### src/rtl/hazard_pkg.sv
// Shared types and select encodings for the pipeline hazard unit.
package hazard_pkg;

    typedef enum logic [1:0] {
        MC_IDLE = 2'd0,
        MC_BUSY = 2'd1,
        MC_DONE = 2'd2
    } mc_state_e;

    // Operand select: 0 = regfile, k+1 = downstream stage k, NUM_FWD+1 = multicycle result.
    localparam int SEL_RF = 0;

    function automatic int SEL_MC(input int num_fwd);
        return num_fwd + 1;
    endfunction

    function automatic int selw(input int num_fwd);
        return $clog2(num_fwd + 2);
    endfunction

endpackage

### src/rtl/hazard_unit_if.sv
// Pipeline-to-hazard-unit signal bundle; master is the pipeline, slave is the hazard unit.
interface hazard_unit_if
    import hazard_pkg::*;
#(
    parameter int NUM_FWD = 2,
    parameter int AW      = 5,
    parameter int SELW    = selw(NUM_FWD)
) ();

    logic                  id_valid;
    logic [AW-1:0]         id_rs1;
    logic [AW-1:0]         id_rs2;
    logic                  id_use_rs1;
    logic                  id_use_rs2;
    logic [AW-1:0]         id_rd;
    logic                  id_wreg;
    logic                  id_is_mc;
    logic [NUM_FWD*AW-1:0] fwd_rd;
    logic [NUM_FWD-1:0]    fwd_wreg;
    logic                  ex_is_load;
    logic                  br_taken;

    logic [SELW-1:0]       qa_sel;
    logic [SELW-1:0]       qb_sel;
    logic                  pc_stall;
    logic                  ifid_stall;
    logic                  ifid_flush;
    logic                  idex_bubble;
    logic                  mc_busy;
    logic                  mc_done;
    logic [AW-1:0]         mc_rd;

    modport master (
        output id_valid, id_rs1, id_rs2, id_use_rs1, id_use_rs2, id_rd, id_wreg,
               id_is_mc, fwd_rd, fwd_wreg, ex_is_load, br_taken,
        input  qa_sel, qb_sel, pc_stall, ifid_stall, ifid_flush, idex_bubble,
               mc_busy, mc_done, mc_rd
    );

    modport slave (
        input  id_valid, id_rs1, id_rs2, id_use_rs1, id_use_rs2, id_rd, id_wreg,
               id_is_mc, fwd_rd, fwd_wreg, ex_is_load, br_taken,
        output qa_sel, qb_sel, pc_stall, ifid_stall, ifid_flush, idex_bubble,
               mc_busy, mc_done, mc_rd
    );

endinterface

### src/rtl/fwd_match.sv
// Per-operand source matcher: picks the forwarding source with lowest-stage priority
// and flags matches against EXE and the in-flight multicycle destination.
module fwd_match
    import hazard_pkg::*;
#(
    parameter int NUM_FWD = 2,
    parameter int AW      = 5,
    parameter int SELW    = selw(NUM_FWD)
) (
    input  logic [AW-1:0]         rs_i,
    input  logic                  use_i,
    input  logic [NUM_FWD*AW-1:0] fwd_rd_i,
    input  logic [NUM_FWD-1:0]    fwd_wreg_i,
    input  logic [AW-1:0]         mc_rd_i,
    input  logic                  mc_done_i,
    output logic [SELW-1:0]       sel_o,
    output logic                  ex_hit_o,
    output logic                  mc_hit_o
);

    // x0 is hardwired, so it never matches anything.
    logic src_ok;
    assign src_ok   = use_i & (|rs_i);
    assign mc_hit_o = src_ok & (rs_i == mc_rd_i);
    assign ex_hit_o = src_ok & fwd_wreg_i[0] & (fwd_rd_i[AW-1:0] == rs_i);

    always_comb begin
        sel_o = SELW'(SEL_RF);
        if (mc_done_i && mc_hit_o) begin
            sel_o = SELW'(SEL_MC(NUM_FWD));
        end
        // Walk from the oldest stage down so the youngest matching stage wins.
        for (int k = NUM_FWD - 1; k >= 0; k--) begin
            if (src_ok && fwd_wreg_i[k] && (fwd_rd_i[k*AW +: AW] == rs_i)) begin
                sel_o = SELW'(k + 1);
            end
        end
    end

endmodule

### src/rtl/hazard_unit.sv
// Pipeline hazard unit: load-use and multicycle stalls, branch flush, operand
// forwarding selects, and the multicycle-unit tracking FSM.
module hazard_unit
    import hazard_pkg::*;
#(
    parameter int NUM_FWD = 2,
    parameter int MC_LAT  = 4,
    parameter int AW      = 5
) (
    input  logic         clk,
    input  logic         resetn,
    hazard_unit_if.slave bus
);

    localparam int SELW = selw(NUM_FWD);
    localparam int CW   = $clog2(MC_LAT);

    mc_state_e     state_q, state_d;
    logic [CW-1:0] cnt_q, cnt_d;
    logic [AW-1:0] mc_rd_q, mc_rd_d;

    logic busy, done;
    logic ex_hit_a, ex_hit_b, mc_hit_a, mc_hit_b;
    logic lu_stall, raw_stall, waw_stall, st_stall;
    logic stall, accept;
    logic [SELW-1:0] sel_a, sel_b;

    assign busy = (state_q == MC_BUSY);
    assign done = (state_q == MC_DONE);

    fwd_match #(.NUM_FWD(NUM_FWD), .AW(AW), .SELW(SELW)) u_match_rs1 (
        .rs_i       (bus.id_rs1),
        .use_i      (bus.id_use_rs1),
        .fwd_rd_i   (bus.fwd_rd),
        .fwd_wreg_i (bus.fwd_wreg),
        .mc_rd_i    (mc_rd_q),
        .mc_done_i  (done),
        .sel_o      (sel_a),
        .ex_hit_o   (ex_hit_a),
        .mc_hit_o   (mc_hit_a)
    );

    fwd_match #(.NUM_FWD(NUM_FWD), .AW(AW), .SELW(SELW)) u_match_rs2 (
        .rs_i       (bus.id_rs2),
        .use_i      (bus.id_use_rs2),
        .fwd_rd_i   (bus.fwd_rd),
        .fwd_wreg_i (bus.fwd_wreg),
        .mc_rd_i    (mc_rd_q),
        .mc_done_i  (done),
        .sel_o      (sel_b),
        .ex_hit_o   (ex_hit_b),
        .mc_hit_o   (mc_hit_b)
    );

    assign lu_stall  = bus.ex_is_load & (ex_hit_a | ex_hit_b);
    assign raw_stall = busy & (mc_hit_a | mc_hit_b);
    assign waw_stall = busy & bus.id_wreg & (|bus.id_rd) & (bus.id_rd == mc_rd_q);
    assign st_stall  = busy & bus.id_is_mc;
    assign stall     = bus.id_valid & (lu_stall | raw_stall | waw_stall | st_stall);
    assign accept    = bus.id_valid & bus.id_is_mc & ~stall & ~bus.br_taken;

    // A taken branch discards the ID instruction, so it overrides any stall.
    assign bus.pc_stall    = stall & ~bus.br_taken;
    assign bus.ifid_stall  = stall & ~bus.br_taken;
    assign bus.ifid_flush  = bus.br_taken;
    assign bus.idex_bubble = stall | bus.br_taken;
    assign bus.qa_sel      = sel_a;
    assign bus.qb_sel      = sel_b;
    assign bus.mc_busy     = busy;
    assign bus.mc_done     = done;
    assign bus.mc_rd       = mc_rd_q;

    always_ff @(posedge clk or negedge resetn) begin
        if (!resetn) begin
            state_q <= MC_IDLE;
            cnt_q   <= '0;
            mc_rd_q <= '0;
        end else begin
            state_q <= state_d;
            cnt_q   <= cnt_d;
            mc_rd_q <= mc_rd_d;
        end
    end

    // Counter starts at MC_LAT-2 so DONE lands exactly MC_LAT cycles after accept.
    always_comb begin
        state_d = state_q;
        cnt_d   = cnt_q;
        mc_rd_d = mc_rd_q;
        case (state_q)
            MC_IDLE, MC_DONE: begin
                if (accept) begin
                    mc_rd_d = bus.id_rd;
                    cnt_d   = CW'(MC_LAT - 2);
                    state_d = MC_BUSY;
                end else begin
                    state_d = MC_IDLE;
                end
            end
            MC_BUSY: begin
                if (cnt_q == '0) begin
                    state_d = MC_DONE;
                end else begin
                    cnt_d = cnt_q - 1'b1;
                end
            end
            default: state_d = MC_IDLE;
        endcase
    end

endmodule

### src/flat_wrapper.sv
// flat-port wrapper written by rule: the top's interface ports become plain ports
module hazard_unit_flat import hazard_pkg::*;
#(
    parameter int NUM_FWD = 2,
    parameter int MC_LAT  = 4,
    parameter int AW      = 5
)
  (clk, resetn, bus_id_valid, bus_id_rs1, bus_id_rs2, bus_id_use_rs1, bus_id_use_rs2, bus_id_rd, bus_id_wreg, bus_id_is_mc, bus_fwd_rd, bus_fwd_wreg, bus_ex_is_load, bus_br_taken, bus_qa_sel, bus_qb_sel, bus_pc_stall, bus_ifid_stall, bus_ifid_flush, bus_idex_bubble, bus_mc_busy, bus_mc_done, bus_mc_rd);
  hazard_unit_if #(.NUM_FWD(NUM_FWD), .AW(AW)) bus_i ();
  input  logic clk;
  input  logic resetn;
  input wire logic [$bits(bus_i.id_valid)-1:0] bus_id_valid;
  input wire logic [$bits(bus_i.id_rs1)-1:0] bus_id_rs1;
  input wire logic [$bits(bus_i.id_rs2)-1:0] bus_id_rs2;
  input wire logic [$bits(bus_i.id_use_rs1)-1:0] bus_id_use_rs1;
  input wire logic [$bits(bus_i.id_use_rs2)-1:0] bus_id_use_rs2;
  input wire logic [$bits(bus_i.id_rd)-1:0] bus_id_rd;
  input wire logic [$bits(bus_i.id_wreg)-1:0] bus_id_wreg;
  input wire logic [$bits(bus_i.id_is_mc)-1:0] bus_id_is_mc;
  input wire logic [$bits(bus_i.fwd_rd)-1:0] bus_fwd_rd;
  input wire logic [$bits(bus_i.fwd_wreg)-1:0] bus_fwd_wreg;
  input wire logic [$bits(bus_i.ex_is_load)-1:0] bus_ex_is_load;
  input wire logic [$bits(bus_i.br_taken)-1:0] bus_br_taken;
  output wire logic [$bits(bus_i.qa_sel)-1:0] bus_qa_sel;
  output wire logic [$bits(bus_i.qb_sel)-1:0] bus_qb_sel;
  output wire logic [$bits(bus_i.pc_stall)-1:0] bus_pc_stall;
  output wire logic [$bits(bus_i.ifid_stall)-1:0] bus_ifid_stall;
  output wire logic [$bits(bus_i.ifid_flush)-1:0] bus_ifid_flush;
  output wire logic [$bits(bus_i.idex_bubble)-1:0] bus_idex_bubble;
  output wire logic [$bits(bus_i.mc_busy)-1:0] bus_mc_busy;
  output wire logic [$bits(bus_i.mc_done)-1:0] bus_mc_done;
  output wire logic [$bits(bus_i.mc_rd)-1:0] bus_mc_rd;
  assign bus_i.id_valid = bus_id_valid;
  assign bus_i.id_rs1 = bus_id_rs1;
  assign bus_i.id_rs2 = bus_id_rs2;
  assign bus_i.id_use_rs1 = bus_id_use_rs1;
  assign bus_i.id_use_rs2 = bus_id_use_rs2;
  assign bus_i.id_rd = bus_id_rd;
  assign bus_i.id_wreg = bus_id_wreg;
  assign bus_i.id_is_mc = bus_id_is_mc;
  assign bus_i.fwd_rd = bus_fwd_rd;
  assign bus_i.fwd_wreg = bus_fwd_wreg;
  assign bus_i.ex_is_load = bus_ex_is_load;
  assign bus_i.br_taken = bus_br_taken;
  assign bus_qa_sel = bus_i.qa_sel;
  assign bus_qb_sel = bus_i.qb_sel;
  assign bus_pc_stall = bus_i.pc_stall;
  assign bus_ifid_stall = bus_i.ifid_stall;
  assign bus_ifid_flush = bus_i.ifid_flush;
  assign bus_idex_bubble = bus_i.idex_bubble;
  assign bus_mc_busy = bus_i.mc_busy;
  assign bus_mc_done = bus_i.mc_done;
  assign bus_mc_rd = bus_i.mc_rd;
  hazard_unit #(.NUM_FWD(NUM_FWD), .MC_LAT(MC_LAT), .AW(AW)) u_core (.clk(clk), .resetn(resetn), .bus(bus_i));
endmodule
### config.mk
export PLATFORM = sky130hd
export DESIGN_NAME = hazard_unit_flat
export DESIGN_NICKNAME = d
export VERILOG_FILES = /design/src/rtl/hazard_pkg.sv /design/src/rtl/hazard_unit_if.sv /design/src/rtl/fwd_match.sv /design/src/rtl/hazard_unit.sv /design/src/flat_wrapper.sv
export SDC_FILE = /design/constraint.sdc
export NUM_CORES = 1
export LEC_CHECK = 0
export ABC_AREA = 0
export CORE_MARGIN = 1.5
export CORE_UTILIZATION = 35
export DETAILED_ROUTE_END_ITERATION = 10
export PLACE_DENSITY = 0.73
export REMOVE_ABC_BUFFERS = 1
export SYNTH_ARGS = -nofsm -noshare
export SYNTH_HDL_FRONTEND = slang
export SYNTH_SLANG_ARGS = --single-unit
### constraint.sdc
create_clock -name clk -period 2.4 [get_ports clk]
set_input_delay 0.48 -clock clk [delete_from_list [all_inputs] [get_ports clk]]
set_output_delay 0.48 -clock clk [all_outputs]
set_load 0.1 [all_outputs]
# Yosys cells after proc, flatten, opt, wreduce, memory -nomap -nowiden
# Index checks and enable logic that the tools add are counted.
# totals
ff_bits	9
input_bits	36
out_inout_bits	15
# op_classes
addsub	1
n_bitwise	27
n_mux	12
n_reduce_logical	19
n_eq_ne	12
# ops
operator	count
equality test 5 bit	7
AND 1 bit	19
two-way mux 2 bit	9
OR reduction 5 bit	3
logical AND 1 bit	10
case mux 2 bit (2 select lines)	2
OR 1 bit	6
logical NOT 2 bit	2
inequality test 2 bit, second input constant	2
AND reduction 3 bit	1
equality test 2 x 1 -> 1 bit, second input constant	1
equality test 2 bit, second input constant	1
inequality test 2 x 1 -> 1 bit, second input constant	1
inverter 1 bit	2
AND reduction 2 bit	1
nonzero test 2 bit	1
OR reduction 2 bit	1
subtractor 2 x 1 -> 2 bit, second input constant	1
two-way mux 1 bit	1

# Depth between registers and ports, before layout
# Gate-level depths: netlist of the first run.
# depth
depth_word	15
depth_mapped	7
depth_no_buf	6

# Modules after synthesis
# A second synthesis of the first run with hierarchy kept.
# unflattened
cells_unflattened	106
hier_area_um2	1013.5
# modules_own_cells
mod	cells_per_inst	n_inst	area_per_inst_um2
hazard_unit	48	1	535.5
fwd_match	29	2	239.0

# Least setup slack after synthesis of the first run
# Ideal clock, no wire load.
# synth_timing
path_kind	flip-flop to output port
start	reg u_core.state_q[0]
end	out bus_pc_stall
arrival_time_ns	4.041
path_stages_with_launch	6
slack_ns	-2.121
required_ns	1.920
n_path_buf	1
path_cell_list	dfrtp_1 nor2b_1 nand2_1 o22ai_1 nor2b_1 buf_4
# synth_via
elab_chain_len	8
word_cells_on_any_way	11
classes_between	1 x eq/ne; 10 x bitwise
# synth_lines
element	line	rtl
from (decl)	hazard_unit.sv:18	mc_state_e state_q, state_d;
from (signal assigned)	hazard_unit.sv:79	state_q <= state_d;
equality test 2 x 1 -> 1 bit *	hazard_unit.sv:28	assign busy = (state_q == MC_BUSY);
named net bus_mc_busy	flat_wrapper.sv:30	output wire logic [$bits(bus_i.mc_busy)-1:0] bus_mc_busy;
AND 1 bit (3 in series)	hazard_unit.sv:57	assign waw_stall = busy & bus.id_wreg & (|bus.id_rd) & (bus.id_rd == mc_rd_q);
OR 1 bit	hazard_unit.sv:59	assign stall = bus.id_valid & (lu_stall | raw_stall | waw_stall | st_stall);
OR 1 bit *	hazard_unit.sv:59	
AND 1 bit *	hazard_unit.sv:59	
AND 1 bit *	n/a	
to (decl)	flat_wrapper.sv:26	output wire logic [$bits(bus_i.pc_stall)-1:0] bus_pc_stall;
# The timed path passes the listed nets; every way through them passes the cells marked *.

# Worst setup path after layout of the first run
# layout_timing
start	in bus_id_rs2[3]
end	out bus_idex_bubble
# layout_via
elab_chain_len	11
word_cells_on_any_way	16
classes_between	2 x eq/ne; 13 x bitwise; 1 x reduce/logical
# layout_lines
element	line	rtl
from (decl)	flat_wrapper.sv:14	input wire logic [$bits(bus_i.id_rs2)-1:0] bus_id_rs2;
OR reduction 5 bit	fwd_match.sv:23	assign src_ok = use_i & (|rs_i);
AND 1 bit	fwd_match.sv:23	
AND 1 bit (2 in series)	fwd_match.sv:25	assign ex_hit_o = src_ok & fwd_wreg_i[0] & (fwd_rd_i[AW-1:0] == rs_i);
OR 1 bit	hazard_unit.sv:55	assign lu_stall = bus.ex_is_load & (ex_hit_a | ex_hit_b);
AND 1 bit	hazard_unit.sv:55	
OR 1 bit * (3 in series)	hazard_unit.sv:59	
AND 1 bit *	hazard_unit.sv:59	
OR 1 bit *	hazard_unit.sv:66	assign bus.idex_bubble = stall | bus.br_taken;
to (decl)	flat_wrapper.sv:29	output wire logic [$bits(bus_i.idex_bubble)-1:0] bus_idex_bubble;
# Every way passes the cells marked *; elsewhere a longest branch is shown, timed or not.

==> flow_summary.toml, run 1 <==
[detailed_routing]
highest_layer = "met4"
met3_length_um = 146
wl_met2_mm = 1.952
wl_met1_mm = 1.353
vias = 1096
drc = 0
first_pass_iters = 4
post_drt_wl_per_cell_um = 16.32
antenna_left = 0
routed_wl_mm = 3.526
drtIter0Drc = 7
avgViaCountPerCell = 5.074

[sta]
rsz0062_at_grt = "yes"
whs_ns = 0.5140
period_minus_slack_ns = 2.756
max_freq_mhz = 362.9
clock_skew_ns = 0.003656
fin_crit_sh = 1.148
finalSetupViolations = 7
layout_setup_ws_ns = -0.3556
final-max-slew-violation-count = 0
worst_pin_slew_ns = 0.6827
finalHoldViolations = 0
fin_setup_tns_ns = -1.188
slew_headroom = 0.5439

[yosys]
synth_top_area_share = 0.2785
synth-adder-area-share = 0.01326
yosys.area.top_type = "xnor2_1"
yosys.area_share.simple = 0.2347
yosys_warnings = 0
synth_top_family_by_area = "XOR/XNOR gates"
synth_compound_area_frac = 0.09814
synth-xor-area-share = 0.3156
synthDistinctLibCells = 29
synth_area_leaders = "xnor2_1 28%, dfrtp_1 24%, xor2_1 3.7%"
avgSynthCellArea_um2 = 8.817
ys_ff_latch = 9
syn_inst = 107
yosysSeqAreaShare = 0.2387
syn_area_um2 = 943.4
yosys-mux-area-fraction = 0.06764

[global_routing]
antenna_found_initial = 0
grt_pass1_vias = 1127
grt_use_total = 0.2370
grt_overflow_total = 0
grt_max_degree = 10
grt_pass1_wl_mm = 4.940

[floorplanning]
die_w_um = 54.92
io_pins = 51
die_y_um = 54.92
dieArea_mm2 = 0.003016
initial_core_util = 0.3740
coreArea_mm2 = 0.002522
rows = 18

[worst_hold_path]
worst_hold_path_type = "primary input to async pin"

[status]
outcome = "finished, violations left"
violations = "setup timing"

[setup_path]
critPathTopFamily = "simple AND/OR/NAND/NOR gates"
ff2ff_setup_slack_ns = 1.08
crit_chain = "buf_6 > or4_4 > o21ai_4 > nor4_4 > a2111oi_4 > o22ai_2 > or2_1 > buf_12"
slowest_stage = "or4_4"
critical_path_required_ns = 1.92
crit_fanout = 2
path_buf_inv = 2
critical_path_arrival_ns = 2.28
crit_type = "primary input to primary output"
worst_setup_path_end_kind = "primary output"
start_kind = "primary input"
slowest_delay_ns = 0.55

[clock_network]
clk_pin_slew_ns = 0.06
cts_tree = "yes"
cts_sinks = 9
h-tree-depth = 1
insertion_delay_ns = 0.26
cts_buffers = 3
clock_path_buffers = 2
clock-root-buffer = "clkbuf_4"

[place]
gp_congestion = 0.9301
dp_hpwl_mm = 2.549
pre_cts_slack_ns = -0.7419
port_buffers = 50
place_area_mm2 = 0.001717

[job]
cap_violations = 0

[power_and_ir_drop]
p_leak_uw = 0.0008997
design_power_total_uw = 1663
powerDensity_mw_per_mm2 = 827.7
max-vdd-ir-drop_mv = 1.034

[finish]
nFillCells = 150
diodes = 0
drive_gt1_frac = 0.5000
syn_to_final_growth_pct = 113.0
register_area_um2 = 226.5
multiInputGateArea_um2 = 927.1
final_cell_area_mm2 = 0.002009
fin_nets = 224
## cell usage after synthesis
library cell,instances
a21oi_1,2
inv_1,4
or2_1,1
mux2_2,3
buf_4,2
xnor2_1,30
o21ai_0,2
nor2_1,7
a22oi_1,1
nand2b_1,1
dfrtp_1,9
o21ai_2,3
and2_1,1
nor3_1,3
o21bai_1,2
nand4_4,1
nor4_1,3
nor3_2,1
ha_1,1
nor2b_1,4
nand2_1,8
or4_1,2
a21o_2,1
nand3_1,2
mux2_4,2
o22ai_1,1
xor2_1,4
a2111oi_0,1
nand4_1,5
## path summary, 6_finish.rpt
kind,from,end,cells past startpoint
setup / recovery,bus_id_rs2[3],bus_idex_bubble,8
hold / removal,resetn,u_core.bus.mc_rd[0],1
setup reg to reg,u_core.state_q[0],u_core.cnt_q[0],4
hold reg to reg,u_core.cnt_q[1],u_core.cnt_q[1],2
max in group asynchronous,resetn,u_core.bus.mc_rd[4],1
min in group clk,u_core.cnt_q[1],u_core.cnt_q[1],2
## report_power, final
| group | leakage [µW] | internal [µW] | switching (µW) | total, µW |
|---|---|---|---|---|
| combinational | 0.000777 | 453 | 780 | 1230 |
| clock | 0.0000150 | 64.1 | 53.4 | 117 |
| sequential | 0.000107 | 225 | 89.0 | 313 |
## worst register-to-register path: stages (launching register included)
cell and delay [ns]:
dfrtp_1 0.36, nor2b_1 0.31, nor2b_1 0.27, nor2_1 0.07
a21o_2 0.20
## flip-flops by register name (all words and copies together), names as in the netlist
signal	count
u_core.bus.mc_rd	5
u_core.cnt_q	2
u_core.state_q	2
## logic make-up after synthesis
| group | after synthesis |
|---|---|
| AOI/OAI and AO/OA | 13 |
| xor gates and xnor gates | 34 |
| adders and majority gates | 1 |
| buffers and inverters | 6 |
| DFF | 9 |
| muxes | 5 |
| and+or+nand+nor | 39 |
## routing by layer
layer  track usage  vias up
met3       0.01075        8
met4        0.1220        0
met5             0        -
met2        0.4623       34
li1              -      531
met1        0.2542      523
## repair_timing
action                     4_1_cts  5_1_grt
gates resized for setup         81       22
pin swaps                       20       20
buffers inserted                 2        3
hold buffers                     0        0
setup endpoints to repair       12        7
## cell type report
type / instances / area share
repair buffers: 77 / 0.3867
multi-input cells: 92 / 0.4614
clock buffers: 4 / 0.01308
well taps: 30 / 0.01868
inverters: 4 / 0.007472
flip-flops and latches: 9 / 0.1127
## stage by stage
| step | utilization | cells |
|---|---|---|
| after floorplan | - | 105 |
| after global placement | 0.6806 | 210 |
| after detailed placement | 0.6806 | 210 |
| after CTS | 0.7540 | 214 |
| after global routing | 0.7966 | 216 |
| final | 0.7966 | 216 |
## cells in the final DEF (no fill, tap or decap), drive strengths merged, types with 5 or more instances in the layout
master,synthesis,routed
nor2,7,7
nand2,8,8
dlymetal6s2s,0,7
buf,2,50
dlygate4sd2,0,6
nand4,6,6
clkdlybuf4s50,0,12
o21ai,5,5
xnor2,30,30
mux2,5,5
dfrtp,9,9
Power figures use the tool's default switching activity.
==> inputs of run 2 (changes only) <==
Settings changed: CTS_BUF_LIST set to sky130_fd_sc_hd__clkbuf_4 sky130_fd_sc_hd__clkbuf_8 sky130_fd_sc_hd__clkbuf_16.
==> run 2 against run 1 <==
The run still ends with setup timing left; global-route usage is the same; design area up 0.19%; total power increased by 0.64%; clock skew fell by 0.0015 ns; highest routed layer unchanged; non-clock buffer count unchanged; critical path type unchanged; clock power increased by 9%; wire length fell by 0.23%.
==> flow_summary.toml, run 2 (synthesized netlist as in run 1, its figures left out) <==
[place]
gp_congestion = 0.9301
placed_cells = 210
pre_cts_slack_ns = -0.7419
dp_hpwl_mm = 2.549
port_buffers = 50

[sta]
finalSetupViolations = 7
worst_pin_slew_ns = 0.6827
clock_skew_ns = 0.002147
finalHoldViolations = 0
max_freq_mhz = 362.9
period_minus_slack_ns = 2.756
final-max-slew-violation-count = 0
whs_ns = 0.5110
slew_headroom = 0.5439
fin_crit_sh = 1.148
rsz0062_at_grt = "yes"
layout_setup_ws_ns = -0.3556

[finish]
syn_to_final_growth_pct = 113.4
largest_reg_flops = 5
nFillCells = 149
fin_nets = 224
register_area_um2 = 226.5
final_cell_mix = "30 x buf_4, 24 x xnor2_1, 12 x clkdlybuf4s50_1"
layout.cells.non_filler = 216
final_common_cell = "buf_4"
diodes = 0
multiInputGateArea_um2 = 927.1
drive_gt1_frac = 0.5054
fin_util = 0.7981

[floorplanning]
initial_core_util = 0.3740
rows = 18
die_y_um = 54.92
coreArea_mm2 = 0.002522
die_w_um = 54.92
dieArea_mm2 = 0.003016
io_pins = 51

[detailed_routing]
antenna_left = 0
vias = 1098
drtIter0Drc = 7
first_pass_iters = 4
drc = 0
post_drt_wl_per_cell_um = 16.29
avgViaCountPerCell = 5.083
routed_wl_mm = 3.518

[power_and_ir_drop]
powerDensity_mw_per_mm2 = 831.5
design_power_total_uw = 1674
max-vdd-ir-drop_mv = 0.9925
p_leak_uw = 0.0009031

[setup_path]
path_buf_inv = 2
critical_path_required_ns = 1.92
crit_type = "primary input to primary output"
crit_start = "bus_id_rs2[3]"
critPathTopFamily = "simple AND/OR/NAND/NOR gates"
critical_path_arrival_ns = 2.28
r2r_cells = 4
start_kind = "primary input"
slowest_stage = "or4_4"
worst_setup_path_end_kind = "primary output"
cp.depth = 8
slowest_delay_ns = 0.55
crit_fanout = 2
r2r_start = "u_core.state_q[0]"
crit_chain = "buf_6 > or4_4 > o21ai_4 > nor4_4 > a2111oi_4 > o22ai_2 > or2_1 > buf_12"

[status]
violations = "setup timing"
outcome = "finished, violations left"

[clock_network]
cts_buffers = 3
clock_path_buffers = 2
insertion_delay_ns = 0.26
cts_sinks = 9
hold_buffers = 0
clock-root-buffer = "clkbuf_4"
cts_tree = "yes"
clk_pin_slew_ns = 0.06
h-tree-depth = 1

[global_routing]
antenna_found_initial = 0
grt_pass1_wl_mm = 4.940
grt_overflow_total = 0
grt_use_total = 0.2370
grt_pass1_vias = 1127
grt_max_degree = 10

[job]
cap_violations = 0

[worst_hold_path]
worst_hold_path_type = "primary input to async pin"
## run 2: cell counts in the layout (fill, tap and decap cells not counted)
Identical to the previous run, type by type.
## run 2: stage by stage
stage	area, µm²	setup TNS [ns]
3_3_place_gp	1717	-5.811
3_5_place_dp	1717	-6.606
6_report	2013	-1.188
4_1_cts	1906	-1.298
5_1_grt	2013	-1.658
2_1_floorplan	928.4	-12.54
## run 2: cell type report
| class | count | share of cell area |
|---|---|---|
| flip-flops and latches | 9 | 0.1125 |
| repair buffers | 77 | 0.3860 |
| inverters | 4 | 0.007458 |
| multi-input cells | 92 | 0.4605 |
| clock buffers | 4 | 0.01492 |
| well taps | 30 | 0.01865 |
## run 2: worst reg2reg max path, stage by stage (launching register included)
cell     delay [ns]
dfrtp_1        0.36
nor2b_1        0.31
nor2b_1        0.27
nor2_1         0.07
a21o_2         0.20
## run 2: final timing paths
path,end,slack (ns)
min reg2reg,u_core.cnt_q[1],0.58
max reg2reg,u_core.cnt_q[0],1.08
min in group clk,u_core.cnt_q[1],0.58
max in group asynchronous,u_core.bus.mc_rd[4],1.58
max,bus_idex_bubble,-0.36
min,u_core.bus.mc_rd[0],0.51
## run 2: layer usage
layer,wire [µm],global-route usage,vias up
met5,0,0,-
met4,74,0.1220,0
met3,146,0.01075,8
met2,1958,0.4623,34
met1,1339,0.2542,525
li1,-,-,531
## run 2: repair_timing
action,CTS,global route
resized for setup,81,22
setup endpoints to repair,12,7
cloned,0,0
pin swaps,20,20
buffers inserted,2,3
## run 2: report_power, final
part / switching, µW / internal, µW
sequential: 88.9 / 225
clock: 52.9 / 75.4
combinational: 779 / 453
